--- src/rtl/mult_hilo_pkg.sv ---
// rtl/mult_hilo_pkg.sv - shared encodings, widths and helpers for the HI/LO multiply stage
package mult_hilo_pkg;

  localparam int OPW = 16;
  localparam int PW  = 32;

  typedef enum logic [2:0] {
    OP_NOP   = 3'd0,
    OP_MULT  = 3'd1,
    OP_MULTU = 3'd2,
    OP_MFHI  = 3'd3,
    OP_MFLO  = 3'd4,
    OP_MTHI  = 3'd5,
    OP_MTLO  = 3'd6
  } op_e;

  typedef enum logic [1:0] {
    S_IDLE  = 2'd0,
    S_START = 2'd1,
    S_WAIT  = 2'd2,
    S_WRITE = 2'd3
  } state_e;

  // 0x8000 maps to itself, which is the exact unsigned magnitude.
  function automatic logic [OPW-1:0] mag(input logic [OPW-1:0] x);
    return x[OPW-1] ? (~x + {{(OPW-1){1'b0}}, 1'b1}) : x;
  endfunction

endpackage

--- src/rtl/hilo_regs.sv ---
// rtl/hilo_regs.sv - HI/LO register pair with independent write enables and a read mux
module hilo_regs
  import mult_hilo_pkg::*;
(
  input  logic          clk,
  input  logic          rst,
  input  logic          hi_we,
  input  logic [PW-1:0] hi_wd,
  input  logic          lo_we,
  input  logic [PW-1:0] lo_wd,
  input  logic          rd_hi,
  input  logic          rd_lo,
  output logic [PW-1:0] rdata
);

  logic [PW-1:0] hi;
  logic [PW-1:0] lo;

  always_ff @(posedge clk) begin
    if (rst) begin
      hi <= '0;
      lo <= '0;
    end else begin
      if (hi_we) hi <= hi_wd;
      if (lo_we) lo <= lo_wd;
    end
  end

  always_comb begin
    rdata = '0;
    if (rd_hi)      rdata = hi;
    else if (rd_lo) rdata = lo;
  end

endmodule

--- src/rtl/mult_hilo_ctrl.sv ---
// rtl/mult_hilo_ctrl.sv - issue/writeback control for the 16x16 multiplier and HI/LO pair
module mult_hilo_ctrl
  import mult_hilo_pkg::*;
(
  input  logic           Clk,
  input  logic           Rst,
  input  logic [2:0]     Op,
  input  logic [31:0]    Rs,
  input  logic [31:0]    Rt,
  output logic           Stall,
  output logic [PW-1:0]  Rdata,
  output logic           Mul_St,
  output logic [OPW-1:0] Mul_A,
  output logic [OPW-1:0] Mul_B,
  input  logic           Mul_Idle,
  input  logic           Mul_Done,
  input  logic [PW-1:0]  Mul_Produto
);

  state_e        state, state_n;
  logic          neg, sgn;
  logic [PW-1:0] p;
  logic [PW-1:0] lo_res, hi_res;
  logic          idle, in_write;
  logic          hi_we, lo_we;
  logic [PW-1:0] hi_wd, lo_wd;
  logic          unused_rt_hi;

  assign unused_rt_hi = ^Rt[31:16];

  assign idle     = (state == S_IDLE);
  assign in_write = (state == S_WRITE);

  always_ff @(posedge Clk) begin
    if (Rst) begin
      state <= S_IDLE;
      Mul_A <= '0;
      Mul_B <= '0;
      neg   <= 1'b0;
      sgn   <= 1'b0;
      p     <= '0;
    end else begin
      state <= state_n;
      // Operands are loaded only on acceptance, so they hold through S_WRITE.
      if (idle && Op == OP_MULT) begin
        Mul_A <= mag(Rs[OPW-1:0]);
        Mul_B <= mag(Rt[OPW-1:0]);
        neg   <= Rs[OPW-1] ^ Rt[OPW-1];
        sgn   <= 1'b1;
      end else if (idle && Op == OP_MULTU) begin
        Mul_A <= Rs[OPW-1:0];
        Mul_B <= Rt[OPW-1:0];
        neg   <= 1'b0;
        sgn   <= 1'b0;
      end
      if (state == S_WAIT && Mul_Done) p <= Mul_Produto;
    end
  end

  always_comb begin
    state_n = state;
    Mul_St  = 1'b0;
    case (state)
      S_IDLE:  if (Op == OP_MULT || Op == OP_MULTU) state_n = S_START;
      S_START: begin
        Mul_St = 1'b1;
        if (!Mul_Idle) state_n = S_WAIT;
      end
      S_WAIT:  if (Mul_Done) state_n = S_WRITE;
      S_WRITE: state_n = S_IDLE;
      default: state_n = S_IDLE;
    endcase
  end

  assign lo_res = neg ? (~p + {{(PW-1){1'b0}}, 1'b1}) : p;
  assign hi_res = {PW{sgn && neg && (p != '0)}};

  assign hi_we = in_write || (idle && Op == OP_MTHI);
  assign lo_we = in_write || (idle && Op == OP_MTLO);
  assign hi_wd = in_write ? hi_res : Rs;
  assign lo_wd = in_write ? lo_res : Rs;

  assign Stall = !idle && (Op != OP_NOP);

  hilo_regs u_regs (
    .clk   (Clk),
    .rst   (Rst),
    .hi_we (hi_we),
    .hi_wd (hi_wd),
    .lo_we (lo_we),
    .lo_wd (lo_wd),
    .rd_hi (Op == OP_MFHI),
    .rd_lo (Op == OP_MFLO),
    .rdata (Rdata)
  );

endmodule

--- config.mk ---
export PLATFORM = sky130hd
export DESIGN_NAME = mult_hilo_ctrl
export DESIGN_NICKNAME = d
export VERILOG_FILES = /design/src/rtl/mult_hilo_pkg.sv /design/src/rtl/hilo_regs.sv /design/src/rtl/mult_hilo_ctrl.sv
export SDC_FILE = /design/constraint.sdc
export NUM_CORES = 1
export LEC_CHECK = 0
export ABC_AREA = 0
export BUFFER_PORTS_ARGS = -buffer_cell sky130_fd_sc_hd__buf_4
export CELL_PAD_IN_SITES_DETAIL_PLACEMENT = 0
export CELL_PAD_IN_SITES_GLOBAL_PLACEMENT = 2
export CORE_ASPECT_RATIO = 1.5
export CORE_MARGIN = 10
export CORE_UTILIZATION = 31
export DETAILED_ROUTE_END_ITERATION = 16
export GPL_ROUTABILITY_DRIVEN = 0
export PLACE_DENSITY = 0.87
export SETUP_SLACK_MARGIN = 0.2
export SYNTH_ARGS = -nofsm -noshare
export SYNTH_HDL_FRONTEND = slang
export SYNTH_SLANG_ARGS = --single-unit
--- constraint.sdc ---
create_clock -name Clk -period 3.25 [get_ports Clk]
set_input_delay 0.325 -clock Clk [delete_from_list [all_inputs] [get_ports Clk]]
set_output_delay 0.325 -clock Clk [all_outputs]
set_load 0.05 [all_outputs]
# Word-level counts from Yosys, hierarchy flattened
# Index checks and enable logic that the tools add are counted.
dict set report word_totals {
  elab_cells 63
  reg_bits 132
}
dict set report op_classes {
  muxes 19
  add_sub_neg 3
  bitwise_logic 4
  reduce_logical 17
  eq_ne 12
}
# op n
set op_table {}
lappend op_table {{32-bit 2-to-1 mux} 5}
lappend op_table {{16-bit 2-to-1 mux} 6}
lappend op_table {{16-bit by 1-bit adder with 16-bit output, second input constant} 2}
lappend op_table {{32-bit by 1-bit adder with 32-bit output, second input constant} 1}
lappend op_table {{16-bit inverter} 2}
lappend op_table {{32-bit inverter} 1}
lappend op_table {{32-bit nonzero test} 1}
lappend op_table {{3-bit equality test, second input constant} 3}
lappend op_table {{1-bit logical AND} 8}
lappend op_table {{2-bit one-hot mux with 4 select lines} 1}
lappend op_table {{3-bit by 2-bit equality test with 1-bit output, second input constant} 2}
lappend op_table {{2-bit 2-to-1 mux} 3}
lappend op_table {{2-bit equality test, second input constant} 2}
lappend op_table {{1-bit 2-to-1 mux} 4}
lappend op_table {{2-bit inequality test, second input constant} 2}
lappend op_table {{3-bit by 1-bit equality test with 1-bit output, second input constant} 1}
lappend op_table {{1-bit logical OR} 3}
lappend op_table {{3-bit AND reduction} 1}
lappend op_table {{3-bit nonzero test} 1}
lappend op_table {{2-bit by 1-bit equality test with 1-bit output, second input constant} 1}
lappend op_table {{2-bit logical NOT} 1}
lappend op_table {{2-bit by 1-bit inequality test with 1-bit output, second input constant} 1}
lappend op_table {{2-bit nonzero test} 1}
lappend op_table {{1-bit logical NOT} 1}
lappend op_table {{1-bit XOR} 1}

# Logic depth before layout (Yosys ltp)
dict set report depth {
  depth_word 4
  mapped_depth 9
  depth_no_buf 7
}

# By module
# From an unflattened synthesis, not the netlist that was laid out.
dict set report unflattened {
  hier_cells 969
  hier_area_um2 7568.5
}
# module n_inst seq_area_each_um2 area_each_um2 cells_each
set modules_own_cells {}
lappend modules_own_cells {mult_hilo_ctrl 1 1361.3 4780.8 656}
lappend modules_own_cells {hilo_regs 1 1281.2 2787.7 313}

# Worst setup path after synthesis
# Ideal clock, no wire load.
dict set report synth_timing {
  path_kind {reg2reg}
  from {register p[8]}
  to {register u_regs.lo[25]}
  path_slack_ns 0.936
  path_stages_with_launch 8
  t_arrival_ns 2.181
  setup_time_ns 0.134
  t_required_ns 3.116
  path_buffers 2
  cell_sequence {dfxtp_1 or4_4 or4_4 buf_6 buf_8 o41ai_2 xor2_1 o22ai_1}
}
dict set report synth_via {
  elab_chain_cells 4
}
# element line_no
set synth_lines {}
lappend synth_lines {{start: declaration} mult_hilo_ctrl.sv:22} ;# logic [PW-1:0] p;
lappend synth_lines {{start signal: assignment} mult_hilo_ctrl.sv:56} ;# if (state == S_WAIT && Mul_Done) p <= Mul_Produto;
lappend synth_lines {{32-bit inverter} mult_hilo_ctrl.sv:75} ;# assign lo_res = neg ? (~p + {{(PW-1){1'b0}}, 1'b1}) : p;
lappend synth_lines {{32-bit by 1-bit adder with 32-bit output} mult_hilo_ctrl.sv:75}
lappend synth_lines {{32-bit 2-to-1 mux} mult_hilo_ctrl.sv:75}
lappend synth_lines {{32-bit 2-to-1 mux} mult_hilo_ctrl.sv:81} ;# assign lo_wd = in_write ? lo_res : Rs;
lappend synth_lines {{end signal: assignment} hilo_regs.sv:25} ;# if (lo_we) lo <= lo_wd;
lappend synth_lines {{end: declaration} hilo_regs.sv:17} ;# logic [PW-1:0] lo;
# Every way passes these cells.
# A chain may end at the register's enable or synchronous reset.

# Final worst setup path
dict set report layout_timing {
  from {register state[0]}
  to {register Mul_B[6]}
}
dict set report layout_via {
  elab_chain_cells 3
  elab_cells_between_ends 5
  classes_between {mux: 1; reduce/logical: 4}
}
# element line_no
set layout_lines {}
lappend layout_lines {{start: declaration} mult_hilo_ctrl.sv:20} ;# state_e state, state_n;
lappend layout_lines {{start signal: assignment} mult_hilo_ctrl.sv:43} ;# state <= state_n;
lappend layout_lines {{2-bit logical NOT (*)} mult_hilo_ctrl.sv:31} ;# assign idle = (state == S_IDLE);
lappend layout_lines {{1-bit logical AND (on tied branches)} {mult_hilo_ctrl.sv:45, mult_hilo_ctrl.sv:50}}
lappend layout_lines {{16-bit 2-to-1 mux or 2-bit nonzero test (tied branches)} --}
lappend layout_lines {{end signal: assignment} mult_hilo_ctrl.sv:47} ;# Mul_B <= mag(Rt[OPW-1:0]);
lappend layout_lines {{end signal: assignment} mult_hilo_ctrl.sv:52} ;# Mul_B <= Rt[OPW-1:0];
lappend layout_lines {{end: declaration} mult_hilo_ctrl.sv:14} ;# output logic [OPW-1:0] Mul_B,
# Mark *: on every way between the ends. The rest lies on a longest branch, timed or not.

==> impl_metrics.py <==
metrics = {
    "outcome": {
        "status": "finished, final reports clean",
    },
    "sta": {
        "hold_ws_ns": 0.1563,
        "tightest_slew_ns": 0.9493,
        "finClkSkew_ns": 0.007053,
        "rsz0062_at_grt": "no",
        "setup_viol": 0,
        "relSlewSlack_pct": 36.71,
        "fin_crit_sh_pct": 83.09,
        "slew_violations": 0,
        "fmax_mhz": 370.3,
        "period_needed_ns": 2.700,
        "fin_tns_setup_ns": 0,
        "finalHoldViolCount": 0,
    },
    "min_path": {
        "min_path_type": "in -> reg",
    },
    "logic_synthesis": {
        "yosysUniqueCellTypes": 46,
        "synth_seq_area_share_pct": 39.82,
        "syn_avg_cell_area_um2": 8.497,
        "synth_compound_area_share_pct": 23.53,
        "ys_async_sr_fraction_pct": 0,
        "yosys.area.top_type_share_pct": 39.82,
        "ys.flop_type": "dfxtp_1",
        "synth.most_common_cell": "dfxtp_1",
        "yosysTopAreaCell": "dfxtp_1",
        "synth_area_leaders": "dfxtp_1 (40%), a211oi_1 (7.5%), xor2_1 (6.1%)",
        "synth_common_cells": "dfxtp_1 (132), nor2_1 (92), nand2_1 (88)",
        "synth_top_family_by_area": "compound AO/OA/AOI/OAI gates",
        "synthesis.nets": 891,
        "synth_fa_ha_area_share_pct": 1.320,
        "netlist_area_um2": 6636,
        "ys_warn_count": 0,
        "ys_ff_latch": 132,
        "synth_edf_count": 0,
        "syn_inst": 781,
        "synthSimpleGateAreaFrac_pct": 18.12,
        "synthMuxAreaShare_pct": 5.072,
        "synth-xor-area-share_pct": 7.655,
    },
    "place": {
        "io_buffers": 152,
        "hpwl_um": 15350,
        "placedCellCount": 1151,
    },
    "global_routing": {
        "antenna_found_initial": 0,
        "grt_use_total_pct": 15.01,
        "grt_pass1_vias": 6118,
        "overflow": 0,
        "grt_pass1_wl_um": 33700,
        "grt_max_degree": 73,
    },
    "clock_tree": {
        "cts-hold-fix-buffers": 0,
        "htreeDepth": 4,
        "insertion_delay_ns": 0.41,
        "cts_sinks": 132,
        "cts_resized": 0,
        "path_clk_slew_ns": 0.06,
        "post_cts_buffers": 0,
        "cts_tree": "yes",
        "clock_path_buffers": 2,
        "clockRootBuffer": "clkbuf_16",
        "numCtsBuffers": 17,
    },
    "setup_path": {
        "required_ns": 3.58,
        "cp_max_fo": 15,
        "crit_type": "reg -> reg",
        "crit_path_end_kind": "flop",
        "cp.arrival_ns": 3.03,
        "startpoint_type": "flop",
    },
    "die": {
        "initial_core_util_pct": 31.51,
        "core_um2": 21060,
        "rows": 65,
        "die_x_um": 139.5,
        "io-pin-count": 169,
        "die-area_um2": 27780,
        "die_h_um": 199.2,
    },
    "final_layout": {
        "multiInputGateArea_um2": 3711,
        "drive_above_1_share_pct": 23.50,
        "final_cells": 1183,
        "fillers": 2211,
        "seqCellArea_um2": 2643,
        "antenna_cells": 0,
        "final_nets": 1012,
        "area_growth_pct": 29.05,
    },
    "detailed_routing": {
        "dr.first_iter.drc_count": 318,
        "drc_errors": 0,
        "wl_per_cell_um": 18.13,
        "viasPerCell": 5.063,
        "vias": 5989,
        "finalWirelength_um": 21440,
        "ant_nets": 0,
        "first_pass_iters": 5,
    },
    "pwr": {
        "peakVddDrop_mv": 0.3815,
        "powerDensity_nw_per_um2": 660.4,
        "p_leak_uw": 0.003537,
    },
    "run": {
        "cap_violations": 0,
    },
}
[final cells by class]
class	instances	area share (%)
Clock buffer	19	5.172
Clock inverter	13	1.578
Inverter	9	0.3944
Multi-Input combinational cell	577	43.33
Sequential cell	132	30.85
Tap cell	268	3.915
Timing Repair Buffer	165	14.76
[logic make-up after synthesis]
logic type / count (synthesis)
muxes: 33
adders and majority gates: 7
DFF: 132
buffers and inverters: 72
AOI/OAI and AO/OA: 219
and+or+nand+nor: 260
xor gates and xnor gates: 58
[state kept, by name, summed over array words and instances (netlist names)]
| register | cells |
|---|---|
| p | 32 |
| u_regs.hi | 32 |
| u_regs.lo | 32 |
| Mul_A | 16 |
| Mul_B | 16 |
| state | 2 |
| neg | 1 |
| sgn | 1 |
[final timing paths]
check	start	end	slack (ns)	cells past startpoint
worst max-delay path	state[0]	Mul_B[6]	0.55	8
worst min-delay path	Mul_Produto[5]	p[5]	0.16	3
worst max register to register	state[0]	Mul_B[6]	0.55	8
worst min register to register	Mul_A[0]	Mul_A[0]	0.46	2
[metal layers]
| layer | wire length (um) | vias to the layer above | track usage (%) |
|---|---|---|---|
| met5 | 0 | - | 0 |
| met4 | 232 | 0 | 4.417 |
| met3 | 1061 | 14 | 3.255 |
| met2 | 10920 | 158 | 26.78 |
| met1 | 9233 | 2776 | 17.54 |
| li1 | - | 3041 | - |
[critical path: stages, from the launching register on]
cell      delay (ns)
dfxtp_1         0.33
inv_1           0.11
ha_1            0.29
nor4bb_1        0.42
buf_4           0.24
and2_0          0.56
o21ai_0         0.24
xor2_1          0.19
a211oi_1        0.22
[layout by cell type (no fill, tap or decap), types with 6 or more instances in the layout]
cell type and n:
nor2_1 91, o22ai_1 19, inv_1 9, or3_1 8, o31ai_1 18, dfxtp_1 132, xnor2_1 12, nand2_1 88
or4_1 8, a22o_1 32, clkbuf_16 17, nand2b_1 36, a211oi_1 66, xor2_1 46, mux2i_1 28, buf_4 163
o41ai_1 11, ha_1 6, o21ai_0 17, a21oi_1 46
[stage by stage]
step	total power (uW)	cell area (um^2)	util [%]	setup slack, ns
after CTS	5729	8564	40.66	0.5224
after detailed placement	3825	7986	37.92	0.5225
after global placement	3803	7986	37.92	0.6170
after global routing	5963	8564	40.66	0.3216
final	5656	8564	40.66	0.5497
after floorplan	3302	6636	-	0.9359
[report_power, final]
part           internal (uW)  switching [uW]  total [uW]  leakage, uW
Clock                   1150             740        1890     0.000282
Sequential              1850             143        1990      0.00107
Combinational            626            1150        1780      0.00218
(Power assumes the default switching activity.)
